<file path="src/rtl/rs_issue_queue.sv">
// rtl/rs_issue_queue.sv - reservation-station array with CDB wakeup, lowest-index select and registered issue port
// Optional feature macro: RS_WAKEUP_BYPASS_EN (forward current CDB broadcasts into select and the issue register)
module rs_issue_queue #(
    parameter int RS_SIZE = 8,
    parameter int TAG_W   = 5,
    parameter int DATA_W  = 32,
    parameter int CTRL_W  = 16,
    localparam int IDX_W  = (RS_SIZE > 1) ? $clog2(RS_SIZE) : 1
) (
    input  logic               clk,
    input  logic               reset,
    input  logic               flush,
    input  logic               disp_valid,
    input  logic [IDX_W-1:0]   disp_id,
    input  logic [TAG_W-1:0]   disp_tag,
    input  logic [CTRL_W-1:0]  disp_ctrl,
    input  logic [TAG_W-1:0]   disp_tag1,
    input  logic [TAG_W-1:0]   disp_tag2,
    input  logic [DATA_W-1:0]  disp_val1,
    input  logic [DATA_W-1:0]  disp_val2,
    input  logic [DATA_W-1:0]  disp_imm,
    output logic               disp_err,
    input  logic [TAG_W-1:0]   cdb1_tag,
    input  logic [TAG_W-1:0]   cdb2_tag,
    input  logic [DATA_W-1:0]  cdb1_val,
    input  logic [DATA_W-1:0]  cdb2_val,
    output logic [RS_SIZE-1:0] busy,
    output logic               full,
    output logic               iss_valid,
    input  logic               iss_ready,
    output logic [TAG_W-1:0]   iss_tag,
    output logic [CTRL_W-1:0]  iss_ctrl,
    output logic [DATA_W-1:0]  iss_val1,
    output logic [DATA_W-1:0]  iss_val2,
    output logic [DATA_W-1:0]  iss_imm
);
    typedef struct packed {
        logic [TAG_W-1:0]  tag;
        logic [DATA_W-1:0] val;
    } opnd_t;

    logic [RS_SIZE-1:0] busy_q;
    logic [TAG_W-1:0]   tag_q  [RS_SIZE];
    logic [CTRL_W-1:0]  ctrl_q [RS_SIZE];
    opnd_t              op1_q  [RS_SIZE];
    opnd_t              op2_q  [RS_SIZE];
    logic [DATA_W-1:0]  imm_q  [RS_SIZE];

    opnd_t              op1_w  [RS_SIZE];
    opnd_t              op2_w  [RS_SIZE];
    opnd_t              disp_op1_w;
    opnd_t              disp_op2_w;
    logic [RS_SIZE-1:0] ready;
    logic               sel_found;
    logic [IDX_W-1:0]   sel_idx;
    logic               issue_ld;
    logic               disp_ok;

    // cdb1 has priority when both buses carry the awaited tag; tag 0 never matches
    function automatic opnd_t wake(input opnd_t op,
                                   input logic [TAG_W-1:0] t1, input logic [DATA_W-1:0] v1,
                                   input logic [TAG_W-1:0] t2, input logic [DATA_W-1:0] v2);
        opnd_t r;
        r = op;
        if (op.tag != '0 && op.tag == t1) begin
            r.tag = '0;
            r.val = v1;
        end else if (op.tag != '0 && op.tag == t2) begin
            r.tag = '0;
            r.val = v2;
        end
        return r;
    endfunction

    always_comb begin
        disp_op1_w = wake(opnd_t'({disp_tag1, disp_val1}), cdb1_tag, cdb1_val, cdb2_tag, cdb2_val);
        disp_op2_w = wake(opnd_t'({disp_tag2, disp_val2}), cdb1_tag, cdb1_val, cdb2_tag, cdb2_val);
        ready      = '0;
        for (int i = 0; i < RS_SIZE; i++) begin
            op1_w[i] = wake(op1_q[i], cdb1_tag, cdb1_val, cdb2_tag, cdb2_val);
            op2_w[i] = wake(op2_q[i], cdb1_tag, cdb1_val, cdb2_tag, cdb2_val);
`ifdef RS_WAKEUP_BYPASS_EN
            ready[i] = busy_q[i] && op1_w[i].tag == '0 && op2_w[i].tag == '0;
`else
            ready[i] = busy_q[i] && op1_q[i].tag == '0 && op2_q[i].tag == '0;
`endif
        end
        sel_found = 1'b0;
        sel_idx   = '0;
        for (int i = RS_SIZE - 1; i >= 0; i--) begin
            if (ready[i]) begin
                sel_found = 1'b1;
                sel_idx   = IDX_W'(i);
            end
        end
    end

    assign issue_ld = !iss_valid || iss_ready;
    assign disp_ok  = disp_valid && !busy_q[disp_id] && !flush;
    assign disp_err = disp_valid && busy_q[disp_id] && !flush;
    assign busy     = busy_q;
    assign full     = &busy_q;

    always_ff @(posedge clk or posedge reset) begin
        if (reset) begin
            busy_q    <= '0;
            iss_valid <= 1'b0;
            iss_tag   <= '0;
            iss_ctrl  <= '0;
            iss_val1  <= '0;
            iss_val2  <= '0;
            iss_imm   <= '0;
            for (int i = 0; i < RS_SIZE; i++) begin
                tag_q[i]  <= '0;
                ctrl_q[i] <= '0;
                op1_q[i]  <= '0;
                op2_q[i]  <= '0;
                imm_q[i]  <= '0;
            end
        end else begin
            for (int i = 0; i < RS_SIZE; i++) begin
                if (busy_q[i]) begin
                    op1_q[i] <= op1_w[i];
                    op2_q[i] <= op2_w[i];
                end
            end
            if (flush) begin
                busy_q    <= '0;
                iss_valid <= 1'b0;
            end else begin
                if (issue_ld) begin
                    iss_valid <= sel_found;
                    if (sel_found) begin
                        busy_q[sel_idx] <= 1'b0;
                        iss_tag         <= tag_q[sel_idx];
                        iss_ctrl        <= ctrl_q[sel_idx];
                        iss_val1        <= op1_w[sel_idx].val;
                        iss_val2        <= op2_w[sel_idx].val;
                        iss_imm         <= imm_q[sel_idx];
                    end
                end
                // a slot freed by issue this edge was still busy, so it cannot also be the dispatch target
                if (disp_ok) begin
                    busy_q[disp_id] <= 1'b1;
                    tag_q[disp_id]  <= disp_tag;
                    ctrl_q[disp_id] <= disp_ctrl;
                    op1_q[disp_id]  <= disp_op1_w;
                    op2_q[disp_id]  <= disp_op2_w;
                    imm_q[disp_id]  <= disp_imm;
                end
            end
        end
    end
endmodule

</file>
<file path="config.mk">
export PLATFORM = sky130hd
export DESIGN_NAME = rs_issue_queue
export DESIGN_NICKNAME = d
export VERILOG_FILES = /design/src/rtl/rs_issue_queue.sv
export SDC_FILE = /design/constraint.sdc
export NUM_CORES = 2
export LEC_CHECK = 0
export BUFFER_PORTS_ARGS = -buffer_cell sky130_fd_sc_hd__clkbuf_2
export CAP_MARGIN = 20
export CELL_PAD_IN_SITES_DETAIL_PLACEMENT = 0
export CELL_PAD_IN_SITES_GLOBAL_PLACEMENT = 1
export CORE_MARGIN = 1.5
export CORE_UTILIZATION = 52
export CTS_CLUSTER_SIZE = 8
export DETAILED_ROUTE_END_ITERATION = 6
export GPL_ROUTABILITY_DRIVEN = 0
export PLACE_DENSITY = 0.95
export SYNTH_ARGS = -nofsm -noshare
export SYNTH_HDL_FRONTEND = slang
export SYNTH_SLANG_ARGS = --single-unit
</file>
<file path="constraint.sdc">
create_clock -name clk -period 52.2 [get_ports clk]
set_input_delay 2.61 -clock clk [delete_from_list [all_inputs] [get_ports clk]]
set_output_delay 2.61 -clock clk [all_outputs]
set_load 0.005 [all_outputs]
</file>
* Yosys cells after proc, flatten, opt, wreduce, memory -nomap -nowiden
Index checks and enable logic that the tools add are counted.
** Storage, ports and cells
- Input port bits :: 209
- Logic and storage cells :: 326
- Flip-flop bits (word level) :: 1142
** Operators by class
- Muxes and demuxes :: 113
- Eq/ne operators :: 36
- Bitwise logic cells :: 6
- Reduce and logical (&&, ||, !) cells :: 101
- $lt $le $gt $ge :: 7
** Operators with widths (number)
- 37-bit two-way mux :: 53
- 296-bit two-way mux :: 4
- 296-bit bitwise mux :: 2
- 256-bit bitwise mux :: 1
- 32-bit two-way mux :: 7
- 37-bit binary-select mux with 3-bit select :: 2
- 5-bit equality test :: 36
- 128-bit bitwise mux :: 1
- 37-bit demux with 3-bit select :: 1
- 32-bit binary-select mux with 3-bit select :: 1
- 32-bit demux with 3-bit select :: 1
- 5-bit nonzero test :: 18
- 5-bit logical NOT :: 16
- 1-bit logical AND :: 59
- 16-bit binary-select mux with 3-bit select :: 1
- 16-bit demux with 3-bit select :: 1
- 16-bit two-way mux :: 3
- 40-bit bitwise mux :: 1
- 8-bit two-way mux :: 5
- 3-bit two-way mux :: 8
- 5-bit binary-select mux with 3-bit select :: 1
- 5-bit demux with 3-bit select :: 1
- 5-bit two-way mux :: 3
- 1-bit two-way mux :: 13
- 17 further kinds :: 24

* Depth between registers and ports, before layout
- Word-level depth :: 23
- Depth in mapped cells :: 12
- Depth with buffers taken out :: 8

* Least setup slack after synthesis
No wires, ideal clock.
- Path kind :: input-to-output
- Start point :: input disp_id[1]
- End point :: output disp_err
- Setup slack :: 46.289 ns
- Cell stages on the path :: 3
- Data required time :: 49.590 ns
- Arrival time :: 3.301 ns
- Path buffers :: 0
- Path through :: mux4_2 mux2i_1 nor3b_1
** Between the ends
- Cells in the longest elaborated chain, start to end :: 4
** RTL lines
- start, declared :: RTL line 14 : input logic [IDX_W-1:0] disp_id,
- 1-bit binary-select mux with 3-bit select :: RTL line 100 : assign disp_err = disp_valid && busy_q[disp_id] && !flush;
- 1-bit two-way mux (not written as such) :: RTL line 100
- 1-bit logical AND (2 in series) :: RTL line 100
- end, declared :: RTL line 22 : output logic disp_err,
No other way between the ends. The select of a mux whose other input is x is not followed.

* Worst setup path after layout
- Start point :: input disp_id[1]
- End point :: register op2_q[87] (netlist bit)
** Between the ends
- Cells in the longest elaborated chain, start to end :: 8
** RTL lines
- 3-bit NOT with 4-bit output (not written as such) :: RTL line 148 : op2_q[disp_id] <= disp_op2_w;
- 4-bit greater-or-equal comparator (not written as such) / 4-bit by 1-bit < comparator with 1-bit output (equally long branches) :: RTL line 148
- 1-bit logical AND (not written as such) :: RTL line 148
- 37-bit two-way mux (not written as such) :: RTL line 148
- 37-bit demux with 3-bit select :: RTL line 148
- 296-bit bitwise mux :: RTL line 148
- 296-bit two-way mux * :: RTL line 143 : if (disp_ok) begin
- 296-bit two-way mux * :: RTL line 127 : if (flush) begin
- end signal, assigned by index :: RTL line 124 : op2_q[i] <= op2_w[i];
- end signal, assigned by index :: RTL line 148
- end, declared :: RTL line 46 : opnd_t op2_q [RS_SIZE];
Mark *: on every way between the ends. The rest lies on a longest branch, timed or not. The select of a mux whose other input is x is not followed.
A chain may end at the register's enable or synchronous reset.

==> impl_metrics.ini <==
[grt]
grtUsageTotal_pct = 37.80
grt_max_degree = 185
antenna_found_initial = 34
grt-ovfl-total = 0
grt_pass1_vias = 62030
grt_pass1_wl_um = 382000

[finish]
drive_above_1_share_pct = 15.70
area_delta_synth_final_pct = 9.963
nets = 7708

[worst_setup_path]
cp_slowest_stage_delay_ns = 0.87
critPathSlowestCell = and3_4
crit_start = disp_id[1]
crit_chain = clkbuf_2 > mux4_2 > mux2i_1 > and3b_1 > nor2b_1 > and3_4 > buf_4 > buf_4 > a221oi_1 > a21o_1
r2r-start = busy[7]
cp_common_cell = buf_4
startpoint_type = input pin
required_ns = 52.89
endpoint_kind = flop
cp_max_fo = 63
crit_type = input pin to flop
cp.arrival_ns = 7.10

[synthesis]
ys_top_cells_by_count = dfrtp_1, nand2_1, nor2_1
synthMuxAreaShare_pct = 19.86
avgSynthCellArea_um2 = 8.951
synth_top_area_share_pct = 41.83
ys_warn_count = 0
synth_seq_area_share_pct = 41.83
synth_ff_type = dfrtp_1
synth_compound_area_share_pct = 18.32
syn-cell-area_mm2 = 0.06832
netlist_instances = 7633
syn-num-nets = 7842
synth_top_area_cell = dfrtp_1
yosys.area_share.adder_pct = 0
yosys-top-cells-area = dfrtp_1, mux2i_1, mux2_2, nand2_1, nor2_1
yosysUniqueCellTypes = 79
synth-simple-area-share_pct = 12.87
synth_top_family_by_area = multiplexers
synth_xor_xnor_area_share_pct = 2.295
postSynth.asyncResetShare_pct = 100.0
synth_edf_count = 0
synth-seq-cells = 1142
synthMostInstantiatedCell = dfrtp_1

[cts]
cts_max_level = 4
ctsHoldBuffers = 0
insertion_delay_ns = 0.83
post_cts_buffers = 0
clkTransAtPathRegs_ns = 0.05
clkSinkCount = 1142
cts_resized = 0
cts_tree = built
cts_root_buf = clkbuf_16
clock_path_buffers = 3
cts_buffers = 161

[detailed_routing]
vias = 63144
routedWlPerCell_um = 27.78
dr.first_iter.drc_count = 8704
ant_nets = 0
routed_wl_um = 257900
vias_per_cell = 6.802
drc = 8
dr.pass1.iters = 7

[sta]
post-route-period-util_pct = 12.29
rsz0062_at_grt = no
clock_skew_ns = 0.05056
tightest_slew_ns = 1.254
fin_crit_ns = 6.415
fmax_mhz = 155.9
drv_slew = 0
finalSetupViolCount = 0
hold_violations = 0
fin_tns_setup_ns = 0
fin_hold_ws_ns = 0.4783
max_slew_margin_pct = 16.17

[status]
status = complete, but fails checks
violations = DRC

[floorplanning]
start_util_pct = 52.56
design.die.area_mm2 = 0.1336
core_area_mm2 = 0.1300
rows = 132
die_width_um = 365.5
die_h_um = 365.5
num_io_pins = 337

[job]
drv_cap = 0

[pwr]
seqPwrFrac_pct = 41.8
p_per_area_mw_per_mm2 = 44.01
swShare_pct = 34.33
pwr-share-comb_pct = 28.8
max-vdd-ir-drop_mv = 0.04094
power.internal_uw = 2171
power_uw = 3307
p_leak_uw = 0.02992
p_switching_uw = 1135
clkPwrFrac_pct = 29.4

[hold_path]
hp-class = flop to flop
hold_start = ctrl_q[33]

[place]
numPortBuffers = 336
post-dp-hpwl_um = 146400
-- flip-flops by register name (all words and copies together) (netlist names) --
name and count:
busy 8, ctrl_q 128, imm_q 256, iss_ctrl 16
iss_imm 32, iss_tag 5, iss_val1 32, iss_val2 32
iss_valid 1, op1_q 296, op2_q 296, tag_q 40
-- path summary, 6_finish.rpt --
| kind | end | slack [ns] | depth (start not counted) |
|---|---|---|---|
| max in group asynchronous | op1_q[75] | 47.13 | 5 |
| min in group asynchronous | iss_ctrl[9] | 1.91 | 2 |
| hold reg to reg | ctrl_q[33] | 0.48 | 2 |
| setup / recovery | op2_q[87] | 45.79 | 10 |
| setup reg to reg | op2_q[87] | 46.84 | 9 |
| hold / removal | ctrl_q[33] | 0.48 | 2 |
-- layout by cell type (no fill, tap or decap), drive strengths merged, types with 10 or more instances in the layout --
cell     netlist  layout
a21boi        32      32
clkinv         0      11
mux2i        835     835
a221oi        52      52
a22oi         71      71
o22ai         74      74
diode          0      20
clkbuf       567     507
a22o          31      31
or4           17      17
or2           19      19
a2111oi       23      23
o21ai        693     693
nor3          29      29
nand2        982     982
dfrtp       1142    1142
a311oi        25      25
a21o          27      27
nand3b        13      13
inv           77      79
nand3        125     125
o211ai        70      70
a211oi        95      95
xnor2        143     143
a222oi       106     106
a21oi        527     527
buf          191     125
and2          13      13
o211a         15      15
mux2         459     459
nor2         861     861
a31oi        128     128
nor4          10      10
o21a          12      12
nor2b         14      14
nand4         21      21
xor2          36      36
or3           15      15
-- cells by family after synthesis --
kind of cell / Yosys count
AND/OR/NAND/NOR: 2146
AO/OA/AOI/OAI: 2035
multiplexers: 1296
flip-flops: 1142
buffers and inverters: 835
XOR/XNOR: 179
-- worst max-delay path, delay by kind of cell --
| kind | cells | cell delay, ns |
|---|---|---|
| and+or+nand+nor | 3 | 1.71 |
| muxes | 2 | 0.71 |
| buffers and inverters | 3 | 1.59 |
| AOI/OAI and AO/OA | 2 | 0.32 |
-- through the flow --
stage          instances  utilization, %  instance area, µm²  setup WS [ns]
6_report            9283           57.80               75130          45.79
4_1_cts             9259           57.68               74970          45.88
3_3_place_gp        9074           54.23               70490          45.24
2_1_floorplan       7633               -               68320          17.43
5_1_grt             9278           57.79               75110          45.66
3_5_place_dp        9074           54.23               70490          45.12
-- power groups by stage --
stage | registers, µW | logic [µW] | clock network, µW
after global placement | 1360 | 890 | 0
after CTS | 1370 | 938 | 972
after global routing | 1400 | 1050 | 1010
after detailed placement | 1380 | 931 | 0
after floorplan | 1320 | 696 | 0
final | 1380 | 953 | 972
-- final cells by class --
| class | instances | area (µm²) |
|---|---|---|
| well taps | 1742 | 2180 |
| fillers | 11021 | 54850 |
| flip-flops and latches | 1142 | 28610 |
| inverters | 77 | 296.5 |
| diodes | 20 | 50.05 |
| multi-input cells | 5656 | 36770 |
| clock buffers | 171 | 4098 |
| repair buffers | 461 | 2750 |
| clock inverters | 14 | 377.9 |
-- metal layers --
metal	share of wire (%)	GRT usage [%]	vias up
li1	-	-	26884
met1	36	46.38	30620
met2	44	57.69	4362
met3	12	10.79	1254
met4	7.3	25.79	24
met5	0.058	0	-
No activity file was read; power rests on OpenSTA's default activity.
